===== src/rtl/ktms_afu_rsp_intr.sv =====
// -----------------------------------------------------------------------------
// ktms_afu_rsp_intr
//
// Purpose:
//   Takes the completion stream from the RRQ writer and, for completions that
//   request one, raises an interrupt for their context before the completion
//   is released. Completions without an interrupt pass straight through. Only
//   one transaction is in flight at a time, and transactions stay in order.
//
// Optional feature (compile-time macro):
//   KTMS_RSP_INTR_RETRY_EN - a nonzero interrupt return code is reissued up to
//   max_retry times, with backoff_cycles idle cycles before each reissue.
//   When the macro is not defined, a nonzero rc goes straight to the error path,
//   and the backoff state and counters are not built.
//
// Ports:
//   clk, reset                   clock, synchronous active-high reset
//   i_rsp_v / i_rsp_r            completion input handshake
//   i_rsp_ctxt                   context id; the LSB is odd parity over the upper bits
//   i_rsp_nocmpl                 1 = drop the completion after any interrupt
//   i_rsp_sintr_v, i_rsp_sintr_id  request an interrupt, and its source id
//   i_rsp_aux                    opaque tag, passed through unchanged
//   o_intr_v / o_intr_r          interrupt command handshake (ctxt, id)
//   i_intr_done_v / i_intr_done_r  interrupt done handshake, i_intr_done_rc (0 = ok)
//   o_cmpl_v / o_cmpl_r          completion output handshake (aux, err)
//   o_intr_cnt                   count of successful interrupts, saturating
//   o_perror                     sticky context parity error
// -----------------------------------------------------------------------------
module ktms_afu_rsp_intr #(
    parameter int ctxtid_width   = 9,
    parameter int sintrid_width  = 4,
    parameter int aux_width      = 8,
    parameter int dma_rc_width   = 8,
    parameter int max_retry      = 3,
    parameter int backoff_cycles = 16
) (
    input  logic                     clk,
    input  logic                     reset,

    input  logic                     i_rsp_v,
    output logic                     i_rsp_r,
    input  logic [ctxtid_width-1:0]  i_rsp_ctxt,
    input  logic                     i_rsp_nocmpl,
    input  logic                     i_rsp_sintr_v,
    input  logic [sintrid_width-1:0] i_rsp_sintr_id,
    input  logic [aux_width-1:0]     i_rsp_aux,

    output logic                     o_intr_v,
    input  logic                     o_intr_r,
    output logic [ctxtid_width-1:0]  o_intr_ctxt,
    output logic [sintrid_width-1:0] o_intr_id,

    input  logic                     i_intr_done_v,
    output logic                     i_intr_done_r,
    input  logic [dma_rc_width-1:0]  i_intr_done_rc,

    output logic                     o_cmpl_v,
    input  logic                     o_cmpl_r,
    output logic [aux_width-1:0]     o_cmpl_aux,
    output logic                     o_cmpl_err,
    output logic [31:0]              o_intr_cnt,
    output logic                     o_perror
);

    typedef enum logic [2:0] {
        ST_IDLE    = 3'd0,
        ST_ISSUE   = 3'd1,
        ST_WAIT    = 3'd2,
        ST_CMPL    = 3'd3
`ifdef KTMS_RSP_INTR_RETRY_EN
        ,
        ST_BACKOFF = 3'd4
`endif
    } state_t;

    state_t r_state;
    state_t w_state_nxt;

    // Holding register for the transaction in flight.
    logic [ctxtid_width-1:0]  r_ctxt;
    logic [sintrid_width-1:0] r_id;
    logic [aux_width-1:0]     r_aux;
    logic                     r_nocmpl;
    logic                     r_err;
    logic [31:0]              r_intr_cnt;
    logic                     r_perror;

    logic w_accept;
    logic w_done_acc;
    logic w_rc_ok;
    logic w_par_err;
    logic w_retry_ok;

    assign w_accept   = i_rsp_v & i_rsp_r;
    assign w_done_acc = i_intr_done_v & i_intr_done_r;
    assign w_rc_ok    = (i_intr_done_rc == '0);
    // Context parity is odd over the whole field, so an even count of ones is an error.
    assign w_par_err  = ~(^i_rsp_ctxt);

    // ------------------------------------------------------------------------
    // Retry bookkeeping (only built with the retry feature)
    // ------------------------------------------------------------------------
`ifdef KTMS_RSP_INTR_RETRY_EN
    localparam int                 RETRY_W      = (max_retry > 0) ? $clog2(max_retry + 1) : 1;
    localparam logic [RETRY_W-1:0] RETRY_MAX    = RETRY_W'(max_retry);
    localparam logic [7:0]         BACKOFF_INIT = 8'(backoff_cycles);

    logic [RETRY_W-1:0] r_retry;
    logic [7:0]         r_backoff;
    logic               w_backoff_last;

    assign w_retry_ok     = (r_retry < RETRY_MAX);
    assign w_backoff_last = (r_backoff == 8'd1);

    always_ff @(posedge clk) begin
        if (reset) begin
            r_retry   <= '0;
            r_backoff <= '0;
        end else begin
            if (w_accept) begin
                r_retry <= '0;
            end
            // The retry count advances on entry to BACKOFF; the counter is loaded
            // so that BACKOFF lasts exactly backoff_cycles cycles.
            if (w_done_acc && !w_rc_ok && w_retry_ok) begin
                r_retry   <= r_retry + RETRY_W'(1);
                r_backoff <= BACKOFF_INIT;
            end else if (r_state == ST_BACKOFF) begin
                r_backoff <= r_backoff - 8'd1;
            end
        end
    end
`else
    // Retry parameters have no effect in this build.
    logic w_unused_cfg;
    assign w_unused_cfg = ^{32'(max_retry), 32'(backoff_cycles)};
    assign w_retry_ok   = 1'b0;
`endif

    // ------------------------------------------------------------------------
    // Next-state logic
    // ------------------------------------------------------------------------
    // NOTE: w_state_nxt gets its default before the case so that every path
    // assigns it; a path that left it unassigned would infer a latch.
    always_comb begin
        w_state_nxt = r_state;
        case (r_state)
            ST_IDLE: begin
                if (w_accept) begin
                    if (i_rsp_sintr_v)      w_state_nxt = ST_ISSUE;
                    else if (!i_rsp_nocmpl) w_state_nxt = ST_CMPL;
                    else                    w_state_nxt = ST_IDLE;
                end
            end
            ST_ISSUE: begin
                if (o_intr_r) w_state_nxt = ST_WAIT;
            end
            ST_WAIT: begin
                if (i_intr_done_v) begin
`ifdef KTMS_RSP_INTR_RETRY_EN
                    if (!w_rc_ok && w_retry_ok) w_state_nxt = ST_BACKOFF;
                    else
`endif
                    if (r_nocmpl)               w_state_nxt = ST_IDLE;
                    else                        w_state_nxt = ST_CMPL;
                end
            end
`ifdef KTMS_RSP_INTR_RETRY_EN
            ST_BACKOFF: begin
                if (w_backoff_last) w_state_nxt = ST_ISSUE;
            end
`endif
            ST_CMPL: begin
                if (o_cmpl_r) w_state_nxt = ST_IDLE;
            end
            default: w_state_nxt = ST_IDLE;
        endcase
    end

    // ------------------------------------------------------------------------
    // State and holding registers
    // ------------------------------------------------------------------------
    // NOTE: sequential state uses non-blocking assignments so every register
    // samples the values from before the edge, regardless of statement order.
    always_ff @(posedge clk) begin
        if (reset) begin
            r_state    <= ST_IDLE;
            // NOTE: the holding register is a handful of flops rather than a
            // memory, so clearing it costs nothing and keeps outputs defined.
            r_ctxt     <= '0;
            r_id       <= '0;
            r_aux      <= '0;
            r_nocmpl   <= 1'b0;
            r_err      <= 1'b0;
            r_intr_cnt <= '0;
            r_perror   <= 1'b0;
        end else begin
            r_state <= w_state_nxt;
            if (w_accept) begin
                r_ctxt   <= i_rsp_ctxt;
                r_id     <= i_rsp_sintr_id;
                r_aux    <= i_rsp_aux;
                r_nocmpl <= i_rsp_nocmpl;
                r_err    <= 1'b0;
                r_perror <= r_perror | w_par_err;
            end
            if (w_done_acc) begin
                if (w_rc_ok) begin
                    if (r_intr_cnt != 32'hFFFF_FFFF) r_intr_cnt <= r_intr_cnt + 32'd1;
                end else if (!w_retry_ok) begin
                    r_err <= 1'b1;
                end
            end
        end
    end

    // ------------------------------------------------------------------------
    // Outputs
    // ------------------------------------------------------------------------
    // Handshake outputs are also masked by reset so that they read 0 while reset
    // is held, including the cycle before the first reset edge.
    assign i_rsp_r       = ~reset & (r_state == ST_IDLE);
    assign o_intr_v      = ~reset & (r_state == ST_ISSUE);
    assign i_intr_done_r = ~reset & (r_state == ST_WAIT);
    assign o_cmpl_v      = ~reset & (r_state == ST_CMPL);

    assign o_intr_ctxt = r_ctxt;
    assign o_intr_id   = r_id;
    assign o_cmpl_aux  = r_aux;
    assign o_cmpl_err  = r_err;
    assign o_intr_cnt  = r_intr_cnt;
    assign o_perror    = r_perror;

endmodule


===== config.mk =====
export PLATFORM = sky130hd
export DESIGN_NAME = ktms_afu_rsp_intr
export DESIGN_NICKNAME = d
export VERILOG_FILES = /design/src/rtl/ktms_afu_rsp_intr.sv
export SDC_FILE = /design/constraint.sdc
export NUM_CORES = 1
export LEC_CHECK = 0
export ABC_AREA = 1
export ABC_CLOCK_PERIOD_IN_PS = 3100
export CELL_PAD_IN_SITES_DETAIL_PLACEMENT = 0
export CELL_PAD_IN_SITES_GLOBAL_PLACEMENT = 1
export CORE_MARGIN = 5
export CORE_UTILIZATION = 34
export CTS_CLUSTER_DIAMETER = 200
export CTS_CLUSTER_SIZE = 14
export DETAILED_ROUTE_END_ITERATION = 12
export PLACE_DENSITY_LB_ADDON = 0.1
export SYNTH_ARGS = -nofsm -noshare
export SYNTH_HDL_FRONTEND = slang
export SYNTH_SLANG_ARGS = --single-unit

===== constraint.sdc =====
create_clock -name clk -period 3.1 [get_ports clk]
set_clock_uncertainty 0.05 [all_clocks]
set_input_delay 0.775 -clock clk [delete_from_list [all_inputs] [get_ports clk]]
set_output_delay 0.775 -clock clk [all_outputs]
set_load 0.005 [all_outputs]

; Word-level counts from Yosys, hierarchy flattened
; Index checks and enable logic that the tools add are counted.
[word_totals]
word_cells = 42
output_inout_bits = 59
regBits = 59
in_bits = 37
[op_classes]
n_eq_ne = 8
bitwise = 9
addsub = 1
n_reduce_logical = 5
mux = 11
[ops]
columns = op, n
row1 = $add A32 B1 Y32 const B, 1
row2 = $ne A32 B32 Y1 const B, 1
row3 = $mux W3, 4
row4 = $pmux W3 S4, 1
row5 = $reduce_xor A9 Y1, 1
row6 = $logic_not A8 Y1, 1
row7 = $ne A2 B2 Y1 const B, 4
row8 = $and A1 B1 Y1, 6
row9 = $eq A3 B2 Y1 const B, 2
row10 = $mux W2, 3
row11 = $reduce_and A4 Y1, 1
row12 = $eq A3 B1 Y1 const B, 1
row13 = $logic_not A3 Y1, 1
row14 = $mux W1, 3
row15 = $reduce_and A3 Y1, 1
row16 = $not A1 Y1, 2
row17 = $or A1 B1 Y1, 1

; Longest topological paths before layout
; Gate-level depths: netlist (run 1).
[depth]
depth_word = 6
mapped_depth = 12
mapped_depth_nobuf = 11

; Worst setup path after synthesis (run 1)
; OpenSTA, ideal clock, no wires.
[synth_path]
kind = in2out
start = input reset
end = output o_cmpl_v
path_slack_ps = 942
n_path_buf = 2
t_arrival_ps = 1333
required_time_ps = 2275
cell_stages = 3
cell_sequence = buf_2 -> clkbuf_1 -> nor2_1
[synth_between]
elab_chain_cells = 2
[synth_lines]
columns = element, line
row1 = "start, declared", 38  ; input logic reset,
row2 = $not A1 Y1, 225  ; assign o_cmpl_v = ~reset & (r_state == ST_CMPL);
row3 = $and A1 B1 Y1, 225
row4 = "end, declared", 57  ; output logic o_cmpl_v,
; No other way between the ends.

; Final worst setup path (run 1)
[layout_path]
start = input reset
end = output i_rsp_r
[layout_between]
elab_chain_cells = 2
[layout_lines]
columns = element, line
row1 = $not A1 Y1, 222  ; assign i_rsp_r = ~reset & (r_state == ST_IDLE);
row2 = $and A1 B1 Y1, 222
row3 = "end, declared", 41  ; output logic i_rsp_r,
; No other way between the ends.

==> results of run 1 <==
==> routing by layer <==
layer | vias up | wire length (microns) | track usage, %
met5 | - | 0 | 0
met1 | 1507 | 4110 | 19.7
met2 | 75 | 4500 | 29.5
met3 | 9 | 635 | 5.76
li1 | 1820 | - | -
met4 | 0 | 155 | 4.87
==> per-stage QoR <==
step / setup WS, ns / total power [mW] / area [sq um] / utilization, %
4_1_cts: 0.225 / 2.11 / 4500 / 48.7
3_3_place_gp: 0.264 / 1.30 / 4280 / 46.3
5_1_grt: 0.151 / 2.20 / 4500 / 48.7
3_5_place_dp: 0.227 / 1.31 / 4280 / 46.3
2_1_floorplan: 0.942 / 1.07 / 3230 / -
6_report: 0.235 / 2.07 / 4500 / 48.7
==> power groups by stage <==
stage / combinational [mW] / clock [mW] / sequential (mW)
6_report: 0.413 / 0.789 / 0.872
5_1_grt: 0.466 / 0.849 / 0.881
4_1_cts: 0.421 / 0.818 / 0.872
3_5_place_dp: 0.418 / 0 / 0.887
3_3_place_gp: 0.415 / 0 / 0.887
2_1_floorplan: 0.196 / 0 / 0.878
==> worst max-delay path, delay by kind of cell <==
family,cells,cell delay (ns)
buffers and inverters,2,1.07
AND/OR/NAND/NOR,1,0.20
==> flip-flops by register name, summed over array words and instances (netlist names) <==
signal / cells
r_state: 2
o_cmpl_aux: 8
o_perror: 1
o_intr_cnt: 32
o_intr_id: 4
o_cmpl_err: 1
o_intr_ctxt: 9
r_nocmpl: 1
==> cells by family after synthesis <==
kind of cell	Yosys count
and+or+nand+nor	340
DFF	58
buffers and inverters	56
AOI/OAI and AO/OA	48
xor gates and xnor gates	18
adders and majority gates	1
==> area by class of cell <==
class                      count  area share [%]
sequential                    58            25.8
clock buffer                  11            3.14
multi-input combinational    407            40.5
clock inverter                 5            1.73
timing repair buffer         100            22.0
inverter                      39            3.26
tap                          129            3.59
==> worst paths after layout <==
check                                   start        endpoint  slack [ns]  cells past startpoint
worst max-delay path                    reset         i_rsp_r        0.23                      3
worst min-delay path            o_cmpl_aux[1]   o_cmpl_aux[1]        0.42                      2
worst max register to register  o_intr_cnt[0]  o_intr_cnt[22]        1.00                     10
worst min register to register  o_cmpl_aux[1]   o_cmpl_aux[1]        0.42                      2
==> cells in the final DEF, fill, tap and decap left out <==
| master | instances |
|---|---|
| ha_1 | 1 |
| bufinv_16 | 2 |
| nor2_1 | 60 |
| inv_2 | 2 |
| clkbuf_1 | 1 |
| nand2_4 | 1 |
| clkbuf_8 | 10 |
| a21oi_1 | 35 |
| inv_1 | 36 |
| o21a_1 | 1 |
| clkinvlp_4 | 1 |
| clkinv_1 | 1 |
| nor2_2 | 4 |
| dfxtp_1 | 58 |
| clkinv_2 | 2 |
| clkdlybuf4s50_1 | 95 |
| nand4_1 | 3 |
| o311ai_0 | 1 |
| nand3_1 | 47 |
| xor2_1 | 10 |
| or2_2 | 1 |
| nor2_4 | 3 |
| o21ai_0 | 11 |
| xnor2_1 | 8 |
| buf_4 | 5 |
| nand3b_1 | 2 |
| nand2_1 | 214 |
| nor3_1 | 1 |
| nand2_2 | 4 |
==> impl_metrics.ini, run 1 <==
[run_status]
status = complete, no violations

[logic_synthesis]
synth_mux_area_share_pct = 0
ys_warn_count = 0
synth.cell_area_sq_um = 3230
yosysMostFrequentCell = nand2_1
syn_nets = 559
synth_area_leaders = dfxtp_1 (36%), nand2_1 (25%), nand3_1 (7.3%), nor2_1 (7.0%), a21oi_1 (5.4%)
synth_compound_area_share_pct = 7.64
synth_cell_type_count = 26
synth-async-reset-ratio_pct = 0
avgSynthCellArea_sq_um = 6.19
synth_top_family_by_area = simple AND/OR/NAND/NOR gates
synth_top_area_share_pct = 36.0
synth_xor_area_share_pct = 4.89
yosysTopAreaCell = dfxtp_1
yosys.area_share.simple_pct = 43.5
synth_common_cells = nand2_1 (214), nor2_1 (60), dfxtp_1 (58), nand3_1 (47), inv_1 (36)
ys_seq_area_share_pct = 36.0
synth_fa_ha_area_share_pct = 0.388
synth_edf_count = 0
ys.flop_type = dfxtp_1
synth-seq-cells = 58
synth_cells = 521

[timing]
worst_hold_slack_ns = 0.415
setup_viol_count_final = 0
finalHoldViolations = 0
finalCriticalPeriod_ns = 2.87
period_share_pct = 92.4
tns_ns = 0
relSlewSlack_pct = 65.4
tightest_slew_ns = 0.519
rsz0062_at_grt = false
final-max-slew-violation-count = 0
fmax_ghz = 0.349

[critical_path]
crit_type = in2out
worstPathRequired_ns = 2.27
crit_chain = clkdlybuf4s50_1 -> nor3_1 -> clkdlybuf4s50_1
slowest_stage = clkdlybuf4s50_1
worstPathArrival_ns = 2.04
crit_top_cell = clkdlybuf4s50_1
cpPeakStageDelay_ns = 0.54
crit_fanout = 6
cp-end-kind = output pin
startpoint_type = input pin

[clock_network]
cts_max_path_buffers = 2
ctsResizeCount = 0
numCtsBuffers = 9
cts_tree = built
path_clk_slew_ns = 0.07
postCtsHoldBufs = 0
cts_setup_buffers = 0
ctsHtreeMaxLevel = 3
cts.sinks = 58
clkLatencyLatePin_ns = 0.34
clock-root-buffer = clkbuf_8

[finish]
instances_no_fill = 749
area_growth_pct = 39.4
fillCellCount = 977
nets = 653
layout-drive-gt1-share_pct = 5.65
seq_area_sq_um = 1160
antenna_cells = 0
multi_input_area_sq_um = 1820

[detailed_routing]
firstDrtPassIters = 4
num_vias = 3411
drt-total-wl_microns = 9400
drc = 0
vias_per_cell = 4.55
routedWlPerCell_microns = 12.6
postRouteAntennaNets = 0
drt_iter0_markers = 106

[grt]
overflow = 0
grt_pass1_vias = 3225
groute.usage.overall_pct = 16.9
antenna_found_initial = 0
grt_pass1_wl_microns = 15600
grt_max_degree = 32

[floorplanning]
fp.coreArea_sq_um = 9240
ios = 96
dieHeight_microns = 107
start_util_pct = 34.9
die_w_microns = 107
dieArea_sq_um = 11500
num_rows = 35

[power_and_ir_drop]
net-switching-power_mw = 0.553
pwr_density_cell_nw_per_um2 = 461
seq_power_share_pct = 42.1
comb_power_share_pct = 19.9
p_int_mw = 1.52
worst_ir_drop_vdd_uv = 272
p_sw_share_pct = 26.7
clockPowerShare_pct = 38.0
p_leak_nw = 1.67

[place]
dpl.hpwl_microns = 6990
port_buffers = 95
dp.cells = 733
place.gp.congestion = 0.790

[job]
drv_cap = 0

[hold_path]
worstHoldPathType = reg2reg
Note: power is estimated with default switching activity, not from simulation.
==> run 2: changes to the inputs <==
- ABC_CLOCK_PERIOD_IN_PS: 3100 -> 3270
- CORE_UTILIZATION: 34 -> 32
- CTS_CLUSTER_DIAMETER: 200 -> default
- clock period: 3.1 -> 3.27 ns (I/O delays scaled with it)
==> run 2 against run 1 <==
- final area increased by 0.36%
- combinational power decreased by 5.3%
- non-clock buffer count decreased by 1
- sequential power decreased by 5.2%
- flip-flop and latch count unchanged
- register-to-register slack improved by 0.22 ns
- hold slack improved by 0.0023 ns
- critical endpoint unchanged
- largest power group unchanged
==> impl_metrics.ini, run 2 (synthesis results as in run 1) <==
[critical_path]
worstReg2RegEnd = o_intr_cnt[0]
cp-end-kind = output pin
startpoint_type = input pin
crit_type = in2out
reg2reg_slack_ns = 1.22
r2r_cells = 10
r2r_start = o_intr_cnt[0]
critPathLaunch = reset
worstPathArrival_ns = 2.17
crit_fanout = 9
worstPathRequired_ns = 2.40

[power_and_ir_drop]
comb_power_share_pct = 19.4
p_sw_share_pct = 26.3
worst_ir_drop_vdd_uv = 307
seq_power_share_pct = 41.0
p_leak_nw = 1.67
clockPowerShare_pct = 39.6
p_total_mw = 2.01
p_int_mw = 1.48
pwr_density_cell_nw_per_um2 = 446
net-switching-power_mw = 0.531

[clock_network]
ctsHtreeMaxLevel = 3
cts.sinks = 58
path_clk_slew_ns = 0.07
numCtsBuffers = 9
postCtsHoldBufs = 0
clock-root-buffer = clkbuf_8
cts_setup_buffers = 0
clkLatencyLatePin_ns = 0.34
cts_tree = built
ctsResizeCount = 0
cts_max_path_buffers = 2

[place]
place.gp.congestion = 0.806
placed_area_sq_um = 4280
dp.cells = 736
port_buffers = 95
dpl.hpwl_microns = 7080

[floorplanning]
num_rows = 36
dieHeight_microns = 110
die_w_microns = 110
ios = 96
dieArea_sq_um = 12200
fp.coreArea_sq_um = 9820
start_util_pct = 32.8

[timing]
worst_hold_slack_ns = 0.417
tns_ns = 0
fmax_ghz = 0.330
finalHoldViolations = 0
tightest_slew_ns = 0.493
setup_viol_count_final = 0
final-max-slew-violation-count = 0
period_share_pct = 92.8
relSlewSlack_pct = 67.1
finalCriticalPeriod_ns = 3.03
rsz0062_at_grt = false

[detailed_routing]
firstDrtPassIters = 4
routedWlPerCell_microns = 12.4
drt-total-wl_microns = 9330
drt_iter0_markers = 110
postRouteAntennaNets = 0
vias_per_cell = 4.51
num_vias = 3394
drc = 0

[finish]
instances_no_fill = 752
area_growth_pct = 39.9
fillCellCount = 1045
fin_area_sq_um = 4510
largest_reg_flops = 32
multi_input_area_sq_um = 1820
seq_area_sq_um = 1160
layout-drive-gt1-share_pct = 5.65
final_common_cell = nand2_1
layout_common_cells = nand2_1 (214), clkdlybuf4s50_1 (95), nor2_1 (60)
nets = 652
antenna_cells = 0

[grt]
grt_pass1_wl_microns = 16100
groute.usage.overall_pct = 15.7
grt_max_degree = 32
overflow = 0
antenna_found_initial = 0
grt_pass1_vias = 3327

[hold_path]
whs_path_depth = 2
worstHoldPathType = reg2reg
holdPathEnd = o_cmpl_aux[5]
hp-start = o_cmpl_aux[5]

[job]
drv_cap = 0

[run_status]
status = complete, no violations
-- run 2: cell types whose count changed in the layout (fill, tap and decap cells not counted), sizes merged --
cell    delta
buf        -1
clkbuf     +1
clkinv     -1
-- run 2: how the worst max path moves through the flow --
stage | endpoint | cells after the start
CTS | i_rsp_r | 3
finish | i_rsp_r | 3
detailed placement | i_rsp_r | 3
global placement | i_rsp_r | 3
global route | i_rsp_r | 3
floorplan | o_cmpl_v | 3
-- run 2: metrics by stage --
step | setup WS (ns) | utilization [%]
3_3_place_gp | 0.254 | 43.5
4_1_cts | 0.214 | 46.0
3_5_place_dp | 0.221 | 43.5
5_1_grt | 0.142 | 46.0
2_1_floorplan | 1.03 | -
6_report | 0.236 | 46.0
-- run 2: power groups by stage --
stage	clock network, mW	logic [mW]	registers (mW)
6_report	0.797	0.391	0.827
5_1_grt	0.857	0.442	0.836
4_1_cts	0.818	0.397	0.827
3_5_place_dp	0	0.395	0.841
3_3_place_gp	0	0.397	0.840
2_1_floorplan	0	0.185	0.833
-- run 2: critical path, cell delays in order --
cell,delay [ns]
clkdlybuf4s50_1,0.60
nor3_1,0.21
clkdlybuf4s50_1,0.53
-- run 2: cell type report --
cell class                      count  area share (%)
Clock inverter                      4            1.61
Clock buffer                       12            3.66
Timing Repair Buffer               99            21.7
Tap cell                          133            3.69
Inverter                           39            3.24
Sequential cell                    58            25.7
Multi-Input combinational cell    407            40.3
-- run 2: per-layer routing --
metal / share of wire [%] / vias to the layer above / GRT usage (%)
li1: - / 1824 / -
met1: 45 / 1498 / 18.9
met2: 48 / 66 / 26.9
met3: 6.2 / 6 / 5.69
met4: 0.69 / 0 / 3.20
met5: 0 / - / 0
==> run 3: changes to the inputs <==
- ABC_CLOCK_PERIOD_IN_PS: 3270 -> 3300
- clock period: 3.27 -> 3.3 ns (I/O delays scaled with it)
==> run 3 against run 2 <==
- utilization unchanged
- power fell by 1.2%
- wire length rose by 1.9%
- combinational power about the same
- die area did not move
- non-clock buffer count unchanged
- clock power fell by 2%
- critical endpoint unchanged
- largest cell class unchanged
==> impl_metrics.ini, run 3 (synthesis results as in run 1) <==
[grt]
antenna_found_initial = 0
grt_pass1_wl_microns = 16200
overflow = 0
grt_max_degree = 32
groute.usage.overall_pct = 15.8
grt_pass1_vias = 3393

[finish]
layout_common_cells = nand2_1 (214), clkdlybuf4s50_1 (95), nor2_1 (60)
antenna_cells = 0
final_common_cell = nand2_1
fillCellCount = 1086
fin_area_sq_um = 4510
nets = 652
layout-drive-gt1-share_pct = 5.65
area_growth_pct = 39.9
largest_reg_flops = 32

[critical_path]
crit_type = in2out
startpoint_type = input pin
r2r_start = o_intr_cnt[0]
worstPathArrival_ns = 2.18
cp_num_cells = 3
crit_fanout = 9
cp-end-kind = output pin
critPathLaunch = reset
worst-path-buf-inv = 2
critical-path-top-delay-family = buffers and inverters
worstPathRequired_ns = 2.42
r2r_cells = 10
cpPeakStageDelay_ns = 0.60
slowest_stage = clkdlybuf4s50_1
crit_chain = clkdlybuf4s50_1 -> nor3_1 -> clkdlybuf4s50_1
reg2reg_slack_ns = 1.22
crit_top_cell = clkdlybuf4s50_1

[place]
place.gp.congestion = 0.798
port_buffers = 95
placed_area_sq_um = 4280
pre_cts_slack_ns = 0.222
dpl.hpwl_microns = 7220

[detailed_routing]
drt_iter0_markers = 143
routedWlPerCell_microns = 12.6
drt-total-wl_microns = 9510
vias_per_cell = 4.51
firstDrtPassIters = 4
num_vias = 3392
drc = 0
postRouteAntennaNets = 0

[timing]
worst_hold_slack_ns = 0.417
tightest_slew_ns = 0.488
tns_ns = 0
finalCriticalPeriod_ns = 3.06
period_share_pct = 92.7
setup_viol_count_final = 0
relSlewSlack_pct = 67.4
rsz0062_at_grt = false
finalHoldViolations = 0
timing.final.ws_setup_ns = 0.241
fmax_ghz = 0.327
final-max-slew-violation-count = 0

[clock_network]
clock-root-buffer = clkbuf_8
numCtsBuffers = 9
clkLatencyLatePin_ns = 0.33
cts_max_path_buffers = 2
path_clk_slew_ns = 0.07
ctsHtreeMaxLevel = 3
ctsResizeCount = 0
cts.sinks = 58
cts_setup_buffers = 0
cts_tree = built
postCtsHoldBufs = 0

[floorplanning]
fp.coreArea_sq_um = 9820
ios = 96
dieArea_sq_um = 12200
num_rows = 36
dieHeight_microns = 110
die_w_microns = 110
start_util_pct = 32.8

[power_and_ir_drop]
worst_ir_drop_vdd_uv = 240
pwr_density_cell_nw_per_um2 = 441
p_leak_nw = 1.67
p_total_mw = 1.99

[hold_path]
whs_path_depth = 2
worstHoldPathType = reg2reg
hp-start = o_intr_ctxt[7]

[run_status]
status = complete, no violations

[job]
drv_cap = 0
## run 3: cell counts in the layout (fill, tap and decap cells not counted)
No cell type changed its count.
## run 3: stage by stage
stage	std cells	util [%]
2_1_floorplan	521	-
3_3_place_gp	736	43.5
3_5_place_dp	736	43.5
4_1_cts	752	46.0
5_1_grt	752	46.0
6_report	752	46.0
## run 3: where the power goes
part,internal (mW),total [mW],switching [mW]
Clock,0.486,0.780,0.294
Combinational,0.215,0.390,0.175
Sequential,0.770,0.820,0.0502
## run 3: path summary, 6_finish.rpt
kind,endpoint
max,i_rsp_r
max reg2reg,o_intr_cnt[15]
min reg2reg,o_intr_ctxt[7]
min,o_intr_ctxt[7]
## run 3: layout make-up
class                   instances  area (sq um)  area share, %
clock buffers                  12           165           3.66
clock inverters                 4          72.6           1.61
inverters                      39           146           3.24
multi-input cells             407          1820           40.3
flip-flops and latches         58          1160           25.7
well taps                     133           166           3.69
repair buffers                 99           981           21.7
## run 3: metal layers
layer	track usage (%)	share of wire [%]	up-vias
li1	-	-	1816
met1	18.8	44	1504
met2	27.3	49	66
met3	5.03	6.2	6
met4	4.19	0.84	0
met5	0	0	-
## run 3: worst min-delay path: stages, from the launching register on
cell and delay [ns]:
dfxtp_1 0.31, nand3_1 0.07, nand2_1 0.04
